<file path="config.mk">
export PLATFORM = sky130hd
export DESIGN_NAME = prco_fetch
export DESIGN_NICKNAME = d
export VERILOG_FILES = /design/src/rtl/prco_fetch.sv
export SDC_FILE = /design/constraint.sdc
export NUM_CORES = 1
export LEC_CHECK = 0
export CAP_MARGIN = 10
export CORE_ASPECT_RATIO = 2
export CORE_MARGIN = 2
export CORE_UTILIZATION = 45
export CTS_CLUSTER_DIAMETER = 150
export CTS_CLUSTER_SIZE = 14
export DETAILED_ROUTE_END_ITERATION = 7
export GPL_ROUTABILITY_DRIVEN = 0
export GPL_TIMING_DRIVEN = 0
export PLACE_DENSITY = 0.81
export RECOVER_POWER = 50
export SYNTH_ARGS = -nofsm -noshare
export SYNTH_HDL_FRONTEND = slang
export SYNTH_SLANG_ARGS = --single-unit
</file>
<file path="constraint.sdc">
create_clock -name i_clk -period 2.5 [get_ports i_clk]
set_clock_uncertainty 0.1 [all_clocks]
set_input_delay 0.25 -clock i_clk [delete_from_list [all_inputs] [get_ports i_clk]]
set_output_delay 0.25 -clock i_clk [all_outputs]
set_load 0.01 [all_outputs]
</file>
<file path="src/rtl/prco_fetch.sv">
// prco_fetch: instruction fetch unit driving the decoder fetch/issue handshake.
// Ports:
//   i_clk, i_reset (async, active-low)      clock and reset
//   i_en, i_fetch, i_halt                   enable, decoder fetch request, halt
//   i_jmp_en, i_jmp_addr                    PC redirect strobe and target
//   q_mem_addr, q_mem_re, i_mem_data        instruction memory read port
//   q_instr, q_ce, q_pc                     issued word, issue strobe, its address
//   q_busy                                  memory read outstanding
module prco_fetch #(
  parameter int PC_W = 16,
  parameter logic [PC_W-1:0] RESET_PC = '0,
  parameter int MEM_LAT = 1
) (
  input  logic            i_clk,
  input  logic            i_reset,
  input  logic            i_en,
  input  logic            i_fetch,
  input  logic            i_halt,
  input  logic            i_jmp_en,
  input  logic [PC_W-1:0] i_jmp_addr,
  output logic [PC_W-1:0] q_mem_addr,
  output logic            q_mem_re,
  input  logic [15:0]     i_mem_data,
  output logic [15:0]     q_instr,
  output logic            q_ce,
  output logic [PC_W-1:0] q_pc,
  output logic            q_busy
);
  localparam logic [2:0] S_BOOT  = 3'd0;
  localparam logic [2:0] S_REQ   = 3'd1;
  localparam logic [2:0] S_WAIT  = 3'd2;
  localparam logic [2:0] S_ISSUE = 3'd3;
  localparam logic [2:0] S_HOLD  = 3'd4;
  localparam logic [2:0] S_HALT  = 3'd5;
  localparam logic [1:0] LAT_LD  = 2'(MEM_LAT - 1);
  logic [2:0]      st_q, st_d;
  logic [PC_W-1:0] pc_q, pc_d, qpc_q, qpc_d;
  logic [15:0]     instr_q, instr_d;
  logic [1:0]      cnt_q, cnt_d;
  always_comb begin
    st_d    = st_q;
    pc_d    = pc_q;
    qpc_d   = qpc_q;
    instr_d = instr_q;
    cnt_d   = cnt_q;
    case (st_q)
      S_BOOT:  st_d = i_en ? S_REQ : S_BOOT;
      S_REQ: begin
        st_d  = S_WAIT;
        cnt_d = LAT_LD;
      end
      S_WAIT:
        if (cnt_q != 2'd0) cnt_d = cnt_q - 2'd1;
        else begin
          instr_d = i_mem_data;
          qpc_d   = pc_q;
          pc_d    = pc_q + PC_W'(1);
          st_d    = S_ISSUE;
        end
      S_ISSUE: st_d = S_HOLD;
      S_HOLD:  st_d = i_fetch ? (i_en ? S_REQ : S_BOOT) : S_HOLD;
      S_HALT:  st_d = S_HALT;
      default: st_d = S_BOOT;
    endcase
    // A redirect while a read is in flight (REQ or WAIT) throws the word away
    // and re-requests from the new target; elsewhere it only moves the pc.
    if (i_jmp_en && st_q != S_HALT) begin
      pc_d = i_jmp_addr;
      if (st_q == S_REQ || st_q == S_WAIT) begin
        st_d    = S_REQ;
        instr_d = instr_q;
        qpc_d   = qpc_q;
      end
    end
    if (i_halt) st_d = S_HALT;
  end
  always_ff @(posedge i_clk or negedge i_reset)
    if (!i_reset) begin
      st_q    <= S_BOOT;
      pc_q    <= RESET_PC;
      qpc_q   <= '0;
      instr_q <= '0;
      cnt_q   <= '0;
    end else begin
      st_q    <= st_d;
      pc_q    <= pc_d;
      qpc_q   <= qpc_d;
      instr_q <= instr_d;
      cnt_q   <= cnt_d;
    end
  // Strobes decode straight from state so the async reset clears them at once.
  assign q_mem_re   = st_q == S_REQ;
  assign q_mem_addr = q_mem_re ? pc_q : '0;
  assign q_ce       = st_q == S_ISSUE;
  assign q_busy     = st_q == S_REQ || st_q == S_WAIT;
  assign q_instr    = instr_q;
  assign q_pc       = qpc_q;
endmodule

</file>
Word-level counts from Yosys, hierarchy flattened:

Cells that the tools add are included.

* add/sub/neg operators: 2
* divide/modulo/power cells: 0
* shift operators: 0
* equality and inequality tests: 9
* $lt $le $gt $ge: 0
* bitwise logic cells: 0
* reductions and logical operators: 8
* multiply operators: 0
* multiplexer cells: 21

Operator list (count)
* 16-bit two-way mux: 12
* 3-bit case mux with 6 select lines: 1
* 16-bit by 1-bit adder with 16-bit output, second input constant: 1
* 3-bit two-way mux: 5
* 3-bit by 2-bit == test with 1-bit output, second input constant: 2
* 3-bit == test, second input constant: 2
* 2-bit nonzero test: 3
* 2-bit inequality test, second input constant: 2
* 2-bit case mux with 2 select lines: 1
* 2-bit AND reduction: 2
* 3-bit by 1-bit == test with 1-bit output, second input constant: 1
* 3-bit zero test: 1
* 3-bit inequality test, second input constant: 1
* 2-bit two-way mux: 1
* 2-bit by 1-bit inequality test with 1-bit output, second input constant: 1
* 2-bit by 1-bit subtractor with 2-bit output, second input constant: 1
* 1-bit logical AND: 1
* 1-bit logical OR: 1
* 1-bit two-way mux: 1

* memories: 0
* RAM bits: 0
* latch bits: 0
* bits in read-only memories: 0
* logic and storage cells: 45
* input bits: 38
* output and inout port bits: 51
* register bits: 53

Depth between registers and ports, before layout:

Gate-level depths: netlist of run 1.

* depth in word-level cells: 6
* gate-level depth with buffers: 7
* depth with buffers taken out: 6

Worst setup path after synthesis of run 1:

Ideal clock, no wire load.

* kind: reg2reg
* from: reg cnt_q[0]
* to: reg qpc_q[15], in the netlist q_pc[15]
* library setup time: 0.125 ns
* cell stages (with the launch flop): 8
* period minus slack after synthesis: 1.851 ns
* path buffers: 2
* setup slack: 0.649 ns
* arrival: 1.626 ns
* required time: 2.275 ns
* path through: dfrtp_1 -> inv_1 -> ha_1 -> and4bb_4 -> and2_1 -> buf_2 -> buf_4 -> mux2_2

* word-level cells in the longest chain between the ends: 5

RTL lines
* start: declaration: RTL line 39 `logic [1:0] cnt_q, cnt_d;`
* start signal: assignment: RTL line 89 `cnt_q <= cnt_d;`
* 2-bit nonzero test *: RTL line 53 `if (cnt_q != 2'd0) cnt_d = cnt_q - 2'd1;`
* 16-bit two-way mux *: RTL line 53
* 16-bit two-way mux *: RTL line 46 `case (st_q)`
* 16-bit two-way mux: RTL line 69 `if (st_q == S_REQ || st_q == S_WAIT) begin`
* 16-bit two-way mux *: RTL line 67 `if (i_jmp_en && st_q != S_HALT) begin`
* end signal: assignment: RTL line 87 `qpc_q <= qpc_d;`
* end: declaration: RTL line 37 `logic [PC_W-1:0] pc_q, pc_d, qpc_q, qpc_d;`

Every way passes the cells marked *; elsewhere a longest branch is shown, timed or not. The select of a mux whose other input is x is not followed.
A chain may end at the register's enable or synchronous reset.

Final worst setup path of run 1:

* from: reg st_q[1]
* to: out q_mem_addr[6]

* word-level cells in the longest chain between the ends: 2

RTL lines
* start: declaration: RTL line 36 `logic [2:0] st_q, st_d;`
* start signal: assignment: RTL line 85 `st_q <= st_d;`
* 3-bit by 1-bit == test with 1-bit output: RTL line 92 `assign q_mem_re = st_q == S_REQ;`
* 16-bit two-way mux: RTL line 93 `assign q_mem_addr = q_mem_re ? pc_q : '0;`
* end: declaration: RTL line 21 `output logic [PC_W-1:0] q_mem_addr,`

Every way passes these cells.

==> impl_metrics.tcl, run 1 <==
set metrics [dict create \
    hpwl_um 4370 \
    clock-sinks 53 \
    arrival_ns 2.04 \
    fillers 458 \
    internal_power_uw 1530 \
    stdcell_count 379 \
    end_kind "output pin" \
    crit_type "reg -> out" \
    vias 2054 \
    dp_cells 371 \
    syn_inst 222 \
    synth-edff-count 0 \
    yosys.cell_count.top_type "dfrtp_1" \
    coreArea_mm2 0.00542 \
    die_area_mm2 0.00623 \
    start_kind "register" \
    start_util_pct 46.4 \
    pin_count 89 \
    async_flop_share_pct 100 \
    holdCritPathClass "in -> reg" \
    path_max_fanout 10 \
    status "finished, final reports clean" \
    die_h_um 110 \
    grt_antenna_before_repair 0 \
    cts_tree "yes" \
    routed_via_density 5.42 \
    route.detailed.drc 0 \
    seq_area_frac_synth_pct 52.8 \
    fp.dieW_um 56.8 \
    port_buffers 88 \
    cts_made_buffers 5 \
    hold_ws_ns 0.384 \
    power_switching_uw 709 \
    gr-total-overflow 0 \
    synth_nets 262 \
    synth_top_area_share_pct 52.8 \
    finish.utilization_pct 66.1 \
    rows 38 \
    grt_usage_pct 20.1 \
    insertion_delay_ns 0.31 \
    maxCapViolCount 0 \
    htree_levels 2 \
    period_share_pct 95.6 \
    holdPathStages 3 \
    p_comb_share_pct 23.0 \
    synthTopCellsByArea "dfrtp_1 53%, mux2_1 13%, and2_1 5.0%" \
    cp_cell_sequence "inv_2, and3_4, clkbuf_4, and2_1, clkdlybuf4s50_1" \
    crit_family "buffers and inverters" \
    rsz0062_at_grt "no" \
    placed_cell_area_mm2 0.00348 \
    ir_drop_mv 0.693 \
    drtIter0Drc 37 \
    grt_max_degree 36 \
    p_clk_share_pct 23.9 \
    clockBufferDepth 2 \
    syn_area_mm2 0.00251 \
    slowest_stage "clkdlybuf4s50_1" \
    area_growth_pct 42.7 \
    synthTopCellsByCount "53 x dfrtp_1, 28 x mux2_1, 20 x and2_1, 19 x nand2_1, 19 x o21ai_0" \
    crit_buf_inv 3 \
    avgSynthCellArea_um2 11.3 \
    setup_viol_count_final 0 \
    relSlewSlack_pct 33.2 \
    max_slew.worst_pin.slew_ns 1.00 \
    drive_gt1_share_pct 8.78 \
    routed_wl_um 5740 \
    slew_violations 0 \
    fin_crit_ns 2.39 \
    cp.depth 5 \
    cts-root-buf "clkbuf_8" \
    nets 358 \
    wl_per_cell_um 15.1 \
    hold_viol 0 \
    ys.flop_type "dfrtp_1" \
    firstDrtPassIters 4 \
    synth_seq_cells 53 \
    slowest_delay_ns 0.54 \
    critPathRequiredTime_ns 2.15 \
    num_antenna_cells 0 \
    synth_cell_type_count 35 \
    yosys.area.top_type "dfrtp_1" \
    reg2reg_depth 7 \
    switching_share_pct 31.7 \
    stdcell_area_mm2 0.00358 \
    power_uw 2240 \
    antenna_left 0 \
    seqPwrFrac_pct 53.1 \
    leakage_uw 0.00165 \
    grt_pass1_vias 2090 \
    clk_pin_slew_ns 0.09 \
    fmax_mhz 418 \
    ys_warn_count 0 \
    p_per_area_mw_per_mm2 624 \
    grt_first_pass_wirelength_um 9660 \
]
[through the flow]
step	setup TNS [ns]	worst slack [ns]
finish	0	0.109
global route	0	0.0132
CTS	0	0.0187
detailed placement	-0.398	-0.0624
global placement	-28.63	-0.540
floorplan	0	0.649
[worst register-to-register path, cell delays in order (launching register included)]
cell and delay, ns:
dfrtp_1 0.41, inv_1 0.06, ha_1 0.21, and4bb_4 0.28, and2_1 0.12, buf_2 0.15, buf_4 0.22, mux2_2 0.35
[power by group through the flow]
stage	Sequential [uW]	Clock [uW]	Combinational [uW]
floorplan	1150	0	286
global placement	1190	0	504
detailed placement	1210	0	521
CTS	1190	550	529
global route	1220	585	576
finish	1190	533	515
[timing repair]
action,4_1_cts,5_1_grt
endpoints found under the hold margin,18,0
hold buffers,1,0
setup buffers,0,0
resized for setup,4,3
endpoints found under the setup margin,11,9
[logic make-up (layout without fill, tap and decap cells)]
kind of cell	Yosys count	after routing	share of synthesized area, %
buf+inv	18	115	3.69
flops	53	53	52.8
mux	33	33	14.7
fa+ha+maj	2	2	0.996
simple gates	76	76	17.5
xor+xnor	9	9	3.14
compound gates	31	31	7.12
[layout by cell type, fill, tap and decap left out, types with 2 or more instances in the layout]
cell type / instances
or4_1: 2
and2_1: 20
nand4_1: 3
xnor2_1: 2
nand2_1: 19
nor2_1: 7
mux2_2: 4
mux2_1: 28
inv_2: 2
dfrtp_1: 52
and3_1: 3
buf_2: 2
clkdlybuf4s50_1: 66
xor2_1: 7
ha_1: 2
dlygate4sd3_1: 22
nor3_1: 3
clkbuf_8: 7
buf_4: 3
o21ai_0: 19
inv_1: 5
nand3_1: 6
or3_1: 5
a31oi_1: 6
clkbuf_1: 4
a21oi_1: 2
[flip-flops by register name, summed over array words and instances, names as in the netlist]
register,count
q_instr,16
cnt_q,2
q_pc,16
pc_q,16
st_q,3
[layout make-up]
type / instances / area (um2) / area share (%)
Clock inverter: 1 / 5.00 / 0.140
Timing Repair Buffer: 90 / 890 / 24.8
Multi-Input combinational cell: 151 / 1100 / 30.6
Tap cell: 60 / 75.1 / 2.09
Buffer: 10 / 66.3 / 1.85
Inverter: 7 / 26.3 / 0.733
Sequential cell: 53 / 1330 / 37.0
Clock buffer: 7 / 96.3 / 2.69
[worst paths after layout]
path / to / startpoint / slack, ns
worst min-delay path: pc_q[3] / i_jmp_addr[3] / 0.38
worst min register to register: q_pc[9] / q_pc[9] / 0.38
max in group asynchronous: q_pc[5] / i_reset / 0.37
worst max-delay path: q_mem_addr[6] / st_q[1] / 0.11
min in group asynchronous: cnt_q[0] / i_reset / 0.52
worst max register to register: q_pc[15] / cnt_q[0] / 0.49
[metal layers]
| layer | up-vias | global-route usage (%) | wire length [um] | part of all wire, % |
|---|---|---|---|---|
| li1 | 965 | - | - | - |
| met1 | 998 | 21.7 | 2110 | 37 |
| met2 | 71 | 35.9 | 3160 | 55 |
| met3 | 20 | 4.82 | 270 | 4.7 |
| met4 | 0 | 10.5 | 204 | 3.6 |
| met5 | - | 0 | 0 | 0 |
No activity file was read; power rests on OpenSTA's default activity.
==> run 2: changes to the inputs <==
Settings changed: ABC_AREA set to 1, CORE_UTILIZATION 45 to 46, MAX_ROUTING_LAYER set to met4, PLACE_DENSITY 0.81 to 0.82.
==> run 2 against run 1 <==
Net effect: worst setup slack gained 0.032 ns; clock power grew 36%; via count grew 25%; sequential share of layout area shrank 1.9 points; highest routed layer unchanged.
==> impl_metrics.tcl, run 2 <==
set metrics [dict create \
    layout_setup_ws_ns 0.141 \
    synth_nets 388 \
    status "finished, final reports clean" \
    synth_xor_area_share_pct 0.997 \
    synth_cell_type_count 24 \
    grt_antenna_before_repair 0 \
    ys_warn_count 0 \
    cts-root-buf "clkbuf_16" \
    start_kind "register" \
    crit_buf_inv 3 \
    insertion_delay_ns 0.29 \
    dr_wl_met3_um 450 \
    fmax_mhz 424 \
    crit_type "reg -> out" \
    grt_pass1_vias 2565 \
    cts_setup_buffers 0 \
    maxCapViolCount 0 \
    max_slew.worst_pin.slew_ns 0.974 \
    cp_cell_sequence "inv_1, nand3_2, buf_2, nor2_1, clkdlybuf4s50_1" \
    dp_slack_ns 0.263 \
    synth_fa_ha_area_share_pct 0.950 \
    syn_inst 348 \
    ys.flop_type "dfrtp_1" \
    die_area_mm2 0.00639 \
    hold_viol 0 \
    wl_per_cell_um 13.1 \
    clk_pin_slew_ns 0.07 \
    internal_power_uw 1340 \
    routed_wl_um 6660 \
    yosys.area.top_type "dfrtp_1" \
    period_share_pct 94.4 \
    final_common_cell "nand2_1" \
    clock-sinks 53 \
    async_flop_share_pct 100 \
    yosys.cell_count.top_type "nand2_1" \
    critPathRequiredTime_ns 2.15 \
    finish.utilization_pct 67.3 \
    rsz0062_at_grt "no" \
    vias 2566 \
    clockBufferDepth 2 \
    routed_via_density 5.06 \
    start_util_pct 47.0 \
    p_clk_share_pct 43.6 \
    hpwl_um 4810 \
    fin_crit_ns 2.36 \
    nets 485 \
    die_h_um 111 \
    avgSynthCellArea_um2 7.57 \
    slew_violations 0 \
    fillers 496 \
    layout_common_cells "126 x nand2_1, 67 x clkdlybuf4s50_1, 53 x dfrtp_1" \
    end_kind "output pin" \
    drtIter0Drc 133 \
    coreArea_mm2 0.00561 \
    holdPathStages 2 \
    top_layer "met4" \
    drive_gt1_share_pct 6.05 \
    fp.dieW_um 57.5 \
    synth_top_area_share_pct 50.3 \
    antenna_left 0 \
    met2_length_um 3260 \
    yosys.area_share.simple_pct 33.4 \
    dp_cells 498 \
    synthTopCellsByArea "dfrtp_1 50%, nand2_1 18%, nor2_1 6.4%" \
    grt_usage_pct 23.2 \
    grt_first_pass_wirelength_um 11600 \
    setup_viol_count_final 0 \
    cp.depth 5 \
    arrival_ns 2.01 \
    port_buffers 88 \
    pin_count 89 \
    firstDrtPassIters 4 \
    slowest_delay_ns 0.55 \
    synth_top_family_by_area "simple AND/OR/NAND/NOR gates" \
    leakage_uw 0.00186 \
    seqPwrFrac_pct 51.6 \
    p_per_area_mw_per_mm2 440 \
    synth.area.mux_share_pct 0 \
    syn_area_mm2 0.00264 \
    ir_drop_mv 0.414 \
    route.detailed.drc 0 \
    synth-edff-count 0 \
    num_antenna_cells 0 \
    synth_compound_area_share_pct 6.27 \
    synthTopCellsByCount "125 x nand2_1, 53 x dfrtp_1, 45 x nor2_1, 34 x inv_1, 30 x nand3_1" \
    path_max_fanout 10 \
    cts_made_buffers 5 \
    seq_area_frac_synth_pct 50.3 \
    stdcell_count 507 \
    power_switching_uw 325 \
    gr-total-overflow 0 \
    grt_max_degree 38 \
    slowest_stage "clkdlybuf4s50_1" \
    cts_tree "yes" \
    synth_seq_cells 53 \
    crit_family "buffers and inverters" \
    reg2reg_depth 8 \
    switching_share_pct 19.6 \
    wl_met1_um 2810 \
    area_growth_pct 43.3 \
    fin_tns_setup_ns 0 \
    p_comb_share_pct 4.8 \
    htree_levels 2 \
    rows 39 \
    relSlewSlack_pct 35.0 \
    holdCritPathClass "reg -> reg" \
]
-- run 2: cell count changes in the layout (fill, tap and decap cells not counted), moves of 6 or more --
cell     delta
a31oi_1     -6
and2_1     -20
inv_1      +29
mux2_1     -28
nand2_1   +107
nand3_1    +23
nor2_1     +38
-- run 2: through the flow --
stage	power (uW)	hold slack [ns]	area, um2
6_report	1660	0.374	3780
5_1_grt	1720	0.398	3780
4_1_cts	1670	0.335	3780
3_5_place_dp	954	0.0981	3610
3_3_place_gp	951	0.361	3590
2_1_floorplan	875	-0.146	2640
-- run 2: final timing paths --
kind,start,to,slack [ns]
min in group asynchronous,i_reset,q_pc[2],0.54
hold reg to reg,q_instr[12],q_instr[12],0.37
max in group asynchronous,i_reset,q_pc[13],1.05
setup / recovery,st_q[1],q_mem_addr[8],0.14
hold / removal,q_instr[12],q_instr[12],0.37
setup reg to reg,st_q[2],pc_q[5],0.76
-- run 2: layout make-up --
type | count | area [um2] | share of cell area, %
inverters | 38 | 143 | 3.78
multi-input cells | 246 | 1100 | 29.1
clock inverters | 1 | 5.00 | 0.133
clock buffers | 7 | 153 | 4.04
flip-flops and latches | 53 | 1330 | 35.1
well taps | 61 | 76.3 | 2.02
plain buffers | 11 | 70.1 | 1.86
repair buffers | 90 | 905 | 24.0
-- run 2: power groups by stage --
stage,registers (uW),clock network [uW],logic [uW]
2_1_floorplan,874,0,1.34
3_3_place_gp,874,0,77.7
3_5_place_dp,873,0,80.3
4_1_cts,857,733,82.1
5_1_grt,856,773,88.4
6_report,857,723,80.2
-- run 2: logic make-up (layout without fill, tap and decap cells) --
group / Yosys count / after routing
AO/OA/AOI/OAI: 29 / 29
XOR/XNOR: 3 / 3
adder cells (fa/ha/maj): 2 / 2
buffers and inverters: 49 / 147
flip-flops: 53 / 53
AND/OR/NAND/NOR: 212 / 212
-- run 2: worst reg2reg max path, delay by kind of cell (launching register included) --
kind | cells | cell delay (ns)
simple gates | 6 | 0.91
flops | 1 | 0.39
buf+inv | 2 | 0.22
-- run 2: what timing repair did --
action                                  CTS  global route
hold endpoints to repair                 16             0
endpoints found under the setup margin   10             1
hold buffers                              1             0
resized for setup                         2             1
-- run 2: routing by layer --
metal	up-vias	GRT usage (%)
li1	1282	-
met1	1170	28.5
met2	99	38.3
met3	15	4.20
met4	0	6.98
met5	-	-
